<file path="src/rtl/mem_pkg.sv">
// ============================================================================
// mem_pkg : shared state encoding and default widths for mem_responder
// Revision: 1.0
// ============================================================================
`default_nettype none

package mem_pkg;

    localparam int DATA_W_DEF = 16;
    localparam int IDX_W_DEF  = 8;
    localparam int LAT_DEF    = 2;
    localparam int CNT_W      = 4;

    typedef enum logic [1:0] {
        IDLE = 2'd0,
        WAIT = 2'd1,
        RESP = 2'd2
    } state_t;

endpackage

`default_nettype wire

</file>
<file path="src/rtl/mem_array.sv">
// ============================================================================
// mem_array : 2**AW x DW storage, synchronous write, combinational read
// Revision: 1.0
// ============================================================================
`default_nettype none

module mem_array #(
    parameter int DW = 16,
    parameter int AW = 8
) (
    input  logic          i_clk,
    input  logic          i_we,
    input  logic [AW-1:0] i_waddr,
    input  logic [DW-1:0] i_wdata,
    input  logic [AW-1:0] i_raddr,
    output logic [DW-1:0] o_rdata
);

    logic [DW-1:0] r_mem [2**AW];

    always_ff @(posedge i_clk) begin
        if (i_we) begin
            r_mem[i_waddr] <= i_wdata;
        end
    end

    assign o_rdata = r_mem[i_raddr];

endmodule

`default_nettype wire

</file>
<file path="src/rtl/mem_responder.sv">
// ============================================================================
// mem_responder : fixed-latency single-port memory responder (IDLE/WAIT/RESP)
// Revision: 1.0
// ============================================================================
`default_nettype none

module mem_responder
    import mem_pkg::*;
#(
    parameter int n   = DATA_W_DEF,
    parameter int AW  = IDX_W_DEF,
    parameter int LAT = LAT_DEF
) (
    input  logic         clk,
    input  logic         reset,
    input  logic         req,
    input  logic         we,
    input  logic [n-1:0] addr,
    input  logic [n-1:0] wdata,
    output logic         busy,
    output logic         ready,
    output logic [n-1:0] rdata,
    output logic         err
);

    state_t             r_state;
    logic [CNT_W-1:0]   r_cnt;
    logic               r_we;
    logic [n-1:0]       r_addr;
    logic [n-1:0]       r_wdata;
    logic               r_busy;
    logic               r_ready;
    logic               r_err;
    logic [n-1:0]       r_rdata;

    logic               w_access;
    logic               w_mem_we;
    logic               w_oob;
    logic [n-1:0]       w_mem_rdata;

    // The access fires on the edge that leaves WAIT; gating on state means an
    // asynchronous reset in WAIT suppresses the write before that edge.
    assign w_access = (r_state == WAIT) && (r_cnt == '0);
    assign w_mem_we = w_access && r_we;

    generate
        if (n > AW) begin : g_oob
            assign w_oob = |r_addr[n-1:AW];
        end else begin : g_no_oob
            assign w_oob = 1'b0;
        end
    endgenerate

    mem_array #(
        .DW (n),
        .AW (AW)
    ) u_mem_array (
        .i_clk   (clk),
        .i_we    (w_mem_we),
        .i_waddr (r_addr[AW-1:0]),
        .i_wdata (r_wdata),
        .i_raddr (r_addr[AW-1:0]),
        .o_rdata (w_mem_rdata)
    );

    always_ff @(posedge clk or posedge reset) begin
        if (reset) begin
            r_state <= IDLE;
            r_cnt   <= '0;
            r_we    <= 1'b0;
            r_addr  <= '0;
            r_wdata <= '0;
            r_busy  <= 1'b0;
            r_ready <= 1'b0;
            r_err   <= 1'b0;
            r_rdata <= '0;
        end else begin
            r_ready <= 1'b0;
            r_err   <= 1'b0;
            case (r_state)
                IDLE: begin
                    if (req) begin
                        r_we    <= we;
                        r_addr  <= addr;
                        r_wdata <= wdata;
                        r_cnt   <= CNT_W'(LAT - 1);
                        r_busy  <= 1'b1;
                        r_state <= WAIT;
                    end
                end
                WAIT: begin
                    if (r_cnt == '0) begin
                        if (!r_we) begin
                            r_rdata <= w_mem_rdata;
                        end
                        r_state <= RESP;
                    end else begin
                        r_cnt <= r_cnt - 1'b1;
                    end
                end
                RESP: begin
                    // Registered pulse lands in the following IDLE cycle,
                    // which also enforces one idle cycle between accesses.
                    r_ready <= 1'b1;
                    r_err   <= w_oob;
                    r_busy  <= 1'b0;
                    r_state <= IDLE;
                end
                default: begin
                    r_state <= IDLE;
                end
            endcase
        end
    end

    assign busy  = r_busy;
    assign ready = r_ready;
    assign err   = r_err;
    assign rdata = r_rdata;

endmodule

`default_nettype wire

</file>
<file path="config.mk">
export PLATFORM = sky130hd
export DESIGN_NAME = mem_responder
export DESIGN_NICKNAME = d
export VERILOG_FILES = /design/src/rtl/mem_pkg.sv /design/src/rtl/mem_array.sv /design/src/rtl/mem_responder.sv
export SDC_FILE = /design/constraint.sdc
export NUM_CORES = 2
export LEC_CHECK = 0
export CAP_MARGIN = 20
export CELL_PAD_IN_SITES_DETAIL_PLACEMENT = 1
export CELL_PAD_IN_SITES_GLOBAL_PLACEMENT = 1
export CORE_MARGIN = 2
export CORE_UTILIZATION = 46
export CTS_CLUSTER_SIZE = 30
export DETAILED_ROUTE_END_ITERATION = 10
export PLACE_DENSITY_LB_ADDON = 0.25
export REMOVE_ABC_BUFFERS = 1
export SYNTH_ARGS = -nofsm -noshare
export SYNTH_HDL_FRONTEND = slang
export SYNTH_SLANG_ARGS = --single-unit
</file>
<file path="constraint.sdc">
create_clock -name clk -period 3.7 [get_ports clk]
set_clock_uncertainty 0.1 [all_clocks]
set_input_delay 0.37 -clock clk [delete_from_list [all_inputs] [get_ports clk]]
set_output_delay 0.37 -clock clk [all_outputs]
set_load 0.05 [all_outputs]
</file>
After elaboration in Yosys (flattened, before gate mapping) --
Memories as Yosys holds them, arrays and structs flattened. A register that Yosys moved wholly into a read port is not among the register bits. Index checks and enable logic that the tools add are counted.
Word-level totals: flip-flop bits (word level) 42, memory bits (writable) 4096, input port bits 36, output and inout port bits 19, logic and storage cells 40, memories kept 1
Memories:
- u_mem_array.r_mem | words 256, width 16, rd ports 1, clocked after memory_dff 1, write ports 1, RTL line mem_array.sv:19 | logic [DW-1:0] r_mem [2**AW];
Operators by class: add/subtract/negate cells 1, equality and inequality tests 5, multiplexer cells 12, bitwise operators 1, reductions and logical operators 12
Operators with widths (count):
- 4-bit 2-to-1 mux | 2
- 4-bit case mux with 2 select lines | 1
- 8-bit OR reduction | 1
- 2-bit AND reduction | 3
- 3-bit AND reduction | 2
- 1-bit 2-to-1 mux | 5
- 4-bit logical NOT | 1
- 2-bit 2-to-1 mux | 2
- 2-bit inequality test (second input constant) | 2
- 2-bit case mux with 2 select lines | 1
- 2-bit nonzero test | 2
- 4-bit by 1-bit subtractor with 4-bit output (second input constant) | 1
- 2-bit by 1-bit equality test with 1-bit output (second input constant) | 1
- 2-bit equality test (second input constant) | 1
- 1-bit logical AND | 2
- 2-bit logical NOT | 1
- 2-bit by 1-bit inequality test with 1-bit output (second input constant) | 1
- 1-bit case mux with 2 select lines | 1
- 1-bit inverter | 1

Longest topological paths before layout --
depth in word-level cells 5, depth in mapped cells 14, mapped depth without buffers 9

Modules after synthesis --
A second synthesis with hierarchy kept.
Second synthesis, totals: cells, all modules 7488, area total of the unflattened synthesis 160694.1 µm²
By module, submodules not included:
- mem_array | times used 1, cells an instance 7344, area each 158394.4 µm², seq. area each 122998.0 µm²
- mem_responder | times used 1, cells an instance 144, area each 2299.7 µm², seq. area each 1451.4 µm²

Worst setup path before layout --
Ideal clock, no wire load.
path type reg-to-reg, from reg r_wdata[0], to mem u_mem_array.r_mem[0][0] (data pin), library setup time 803 ps, arrival 3181 ps, required time 2797 ps, slack -384 ps, cell stages (with the launch flop) 1, buffers on the path 0, period minus slack after synthesis 4084 ps, path through dfrtp_1
RTL lines:
- from (decl) | RTL line mem_responder.sv:30 | logic [n-1:0] r_wdata;
- from (signal assigned) | RTL line mem_responder.sv:85 | r_wdata <= wdata;
- to (decl) | RTL line mem_array.sv:19
No word-level cell before the write port.

==> results <==
- The final critical-path setup slack is -62.5 ps.
- Of all nets on the critical path, the largest fanout is 56.
- By count the netlist is led by sky130_fd_sc_hd__edfxtp_1, sky130_fd_sc_hd__mux4_2, sky130_fd_sc_hd__mux2i_1, sky130_fd_sc_hd__nand2_1, sky130_fd_sc_hd__nor2_1.
- STA classifies the critical path endpoint as a register.
- Once placement completed, the tool counted placed cells totaling 12400.
- CTS built an H-tree with a depth of 5.
- The checks that failed: setup timing.
- The run finished, with violations left.
- After clock tree synthesis, the clock-pin slew on the worst setup and hold paths is 60 ps.
- After detailed routing, no signal wire sits above met5.
- STA classifies the critical path startpoint as a register.
- In the post-synthesis netlist, the cell with the most instances is sky130_fd_sc_hd__edfxtp_1.
- In the final design database the tool counted 8369 nets.
- For this configuration, the core starts out at a cell density of 0.462.
- The leakage power summed over all cells is 60.6 nW.
- The share of total power dissipated in combinational logic is 0.325.
- After synthesis, the cell types taking the most area are sky130_fd_sc_hd__edfxtp_1, sky130_fd_sc_hd__mux4_2, sky130_fd_sc_hd__mux2i_1.
- The max-slew violation total from the final report is 0.
- The routed layout has 84600 vias.
- Yosys printed 0 warnings.
- The overall routed net length is 498000 microns.
- The internal cell power is 102 mW.
- CTS placed an instance of sky130_fd_sc_hd__clkbuf_16 at the clock tree root.
- The TritonCTS sink count is 4154.
- For the pin with the worst max-slew slack, the measured transition is 1270 ps.
- In the final routed layout, each cell accounts on average for 37.6 microns.
- Of the total power, the clock network draws 0.277.
- In this run the cell area of the synthesized design comes to 160000 sq um.
- The tool flagged a number of max-cap violations equal to 0.
- Hold timing on the final database bottoms out at a slack of 106 ps.
- The maximum operating frequency is 0.266 GHz.
- Dividing the final minimum period by the clock period gives 1.02.
- STA puts the critical path data required time at 4560 ps.
- The share of cells above drive strength 1 is 0.309.
- The die span in x is 593 microns.
- The DRC violations left is 0.
- Of the post-synthesis cell area, the dominant cell type holds 0.771.
- The region available for standard cell placement spans 346000 sq um.
- The cell type with the largest total area after synthesis is sky130_fd_sc_hd__edfxtp_1.
- The maximum clock insertion buffer count is 4.
- Of the total power, registers draw 0.399.
- The arrival time of data at the critical path endpoint is 4620 ps.
- The area occupied by registers is 125000 sq um.
- In the detailed route, the total length drawn on met2 is 240000 microns.
- The detailed placer's ending HPWL is 310000 microns.
- The pin count of the biggest net entering global routing is 144.
- The kind of path behind the tightest hold check is in2reg.
- The synthesized flop and latch total is 4154.
- The total met3 wirelength after detailed routing is 44900 microns.
- In this run the vertical extent of the chip is 593 microns.
- The count of buffers added on input and output ports is 54.
- The relative slew slack is 0.151.
- The worst supply voltage drop on vdd is 0.673 mV.
- Among all flip-flop cells after synthesis, the most frequent one is sky130_fd_sc_hd__edfxtp_1.
- Routability-driven placement finished with a final weighted congestion of 0.910.
- Summed over all layers, the global routing overflow is 0.
- For this block, wires on met1 add up to 191000 microns.
- The post-detailed-route count of antenna-violating nets is 0.
- The number of different library cells used by synthesis comes to 66.
- The minimum clock period after layout is 3760 ps.
- The TritonCTS clock tree is built.
- After detailed routing, the number of vias per cell comes to 6.37.
- The multi-input logic area is 33400 sq um.
- In this design, the stage delay of the slowest critical-path cell is 630 ps.
- The most repeated library cell on the critical path is sky130_fd_sc_hd__buf_4.
- The die covers 352000 sq um.
- Among all stages on the critical path, the largest delay is contributed by sky130_fd_sc_hd__dfrtp_2.
- In this run the count of I/O pins placed on the die edge is 55.
- The insertion delay of the later-clocked pin in the worst-skew pair is 1020 ps.
- The non-filler instance count after layout is 13300.
- The first TritonRoute pass finished after 6 iterations.
- In the global route stage, overall resource usage came out at 0.281.
- The iteration-0 DRC count of the detailed router is 11700.
- Synthesis handed over a netlist of 7296 instances.
- In this run, CTS created clock tree buffers numbering 427.
- By startpoint and endpoint, the worst setup path is classified as reg2reg.
- Setup violations remaining at the end of the flow were counted as 4.
- The number of global-route vias before repair is 86100.
- The final number of hold-violating endpoints was 0.
- In this run the power density over the cells is 814 nW/um^2.
- The number of synthesized flops with an enable pin is 4096.
- Of the synthesized area, sequential elements account for 0.780.
- Walking the worst path, the cells encountered are buf_4, nor2b_4, buf_12, o211ai_1, a21oi_2, o21bai_2, buf_4, nand4_1, o22a_1.
- In the synthesized netlist the async set-or-reset flop fraction comes to 0.0140.
- Row generation in the floorplan step produced 216 rows.
- The initial antenna violation count is 26.
- The first-pass GRT wire length is 691000 microns.
- The net switching fraction of the power is 0.339.
- The average instance area after synthesis is 21.9 sq um.
- Setup repair after global routing could not meet its margin everywhere.
- Counting the fill cells in the layout gives 29400.
- The area growth from synthesis to layout is 18.7%.
- The switching component of the power is 52.3 mW.
[registers in the layout, summed over array words and instances (netlist names), 2 cells and up]
name and cells:
r_wdata 16, r_cnt 4, rdata 16, r_state 2
r_addr 16, u_mem_array.r_mem 4096
[layer usage]
metal / vias up / track usage
met5: - / 0
met4: 16 / 0.113
met2: 4756 / 0.449
met3: 895 / 0.0528
met1: 46000 / 0.384
li1: 32900 / -
[power by group through the flow]
stage	Clock [mW]	Combinational, mW	Sequential (mW)
after global placement	0	45.9	62.4
after floorplan	0	11.4	66.4
after detailed placement	0	47.0	62.5
final	42.7	50.1	61.5
after CTS	43.1	48.7	61.4
after global routing	44.8	51.6	61.5
[kinds of logic (layout without fill, tap and decap cells)]
| family | count (synthesis) | in the layout | synth area share |
|---|---|---|---|
| muxes | 1327 | 1327 | 0.159 |
| xor gates and xnor gates | 2 | 2 | 0.000110 |
| AOI/OAI and AO/OA | 580 | 580 | 0.0264 |
| other | 0 | 12 | 0 |
| buffers and inverters | 440 | 1826 | 0.0135 |
| adders and majority gates | 2 | 2 | 0.000157 |
| and+or+nand+nor | 791 | 791 | 0.0212 |
| DFF | 4154 | 4154 | 0.780 |
[area by class of cell]
class                      count  area share
multi-input combinational   2702       0.176
timing repair buffer        1032      0.0637
clock buffer                 528      0.0590
inverter                      14    0.000370
antenna                       12    0.000158
tap                         4578      0.0302
clock inverter               252      0.0131
sequential                  4154       0.657
[worst max-delay path: cells and delay by family (launching register included)]
family	cells	cell delay [ps]
buffers and inverters	3	1010
and+or+nand+nor	2	850
DFF	1	630
AOI/OAI and AO/OA	4	1000
[worst paths after layout]
| path | slack (ps) | endpoint | depth (start not counted) | start |
|---|---|---|---|---|
| worst max register to register | -60 | rdata[14] | 9 | r_addr[5] |
| worst min register to register | 420 | r_addr[14] | 1 | r_addr[14] |
| min in group asynchronous | 280 | r_wdata[5] | 4 | reset |
| worst max-delay path | -60 | rdata[14] | 9 | r_addr[5] |
| max in group asynchronous | 2720 | rdata[12] | 4 | reset |
| worst min-delay path | 110 | r_wdata[8] | 2 | wdata[8] |
[cell usage in the layout (no fill, tap or decap), types with 17 or more instances in the layout]
cell and n:
sky130_fd_sc_hd__nor3_1 18, sky130_fd_sc_hd__mux2_2 49, sky130_fd_sc_hd__dfrtp_4 20, sky130_fd_sc_hd__buf_4 633, sky130_fd_sc_hd__clkbuf_16 440, sky130_fd_sc_hd__o21ai_0 50, sky130_fd_sc_hd__nor2b_1 32, sky130_fd_sc_hd__dlygate4sd3_1 28
sky130_fd_sc_hd__mux2i_1 314, sky130_fd_sc_hd__clkbuf_1 92, sky130_fd_sc_hd__nor2_2 22, sky130_fd_sc_hd__a21oi_1 82, sky130_fd_sc_hd__dfrtp_1 34, sky130_fd_sc_hd__nand3_1 64, sky130_fd_sc_hd__a211oi_1 58, sky130_fd_sc_hd__edfxtp_1 4096
sky130_fd_sc_hd__o22a_1 23, sky130_fd_sc_hd__buf_16 18, sky130_fd_sc_hd__nand2_1 282, sky130_fd_sc_hd__a31oi_1 18, sky130_fd_sc_hd__clkdlybuf4s50_1 54, sky130_fd_sc_hd__mux4_2 961, sky130_fd_sc_hd__clkinv_2 83, sky130_fd_sc_hd__clkinv_1 95
sky130_fd_sc_hd__nand2_2 17, sky130_fd_sc_hd__a22oi_1 107, sky130_fd_sc_hd__o22ai_1 30, sky130_fd_sc_hd__bufinv_16 38, sky130_fd_sc_hd__buf_12 261, sky130_fd_sc_hd__a32oi_1 91, sky130_fd_sc_hd__nor2_1 271
[timing repair]
action	4_1_cts	5_1_grt
endpoints found under the hold margin	85	0
pin swaps	6	9
gates resized for setup	55	51
buffers inserted	25	38
endpoints found under the setup margin	11	96
hold buffers	28	0
gates cloned	10	10
[per-stage QoR]
step                      setup slack (ps)   util  area [sq um]  setup TNS, ps  power, mW
after floorplan                     -39690      -        158000              -       77.8
after global placement                -449  0.503        174000          -1960        108
after detailed placement              -488  0.503        174000          -2280        110
after CTS                            0.659  0.546        189000              0        153
after global routing                 -65.6  0.548        189000          -79.6        158
final                                -62.5  0.548        190000           -141        154
Power figures use the tool's default switching activity.
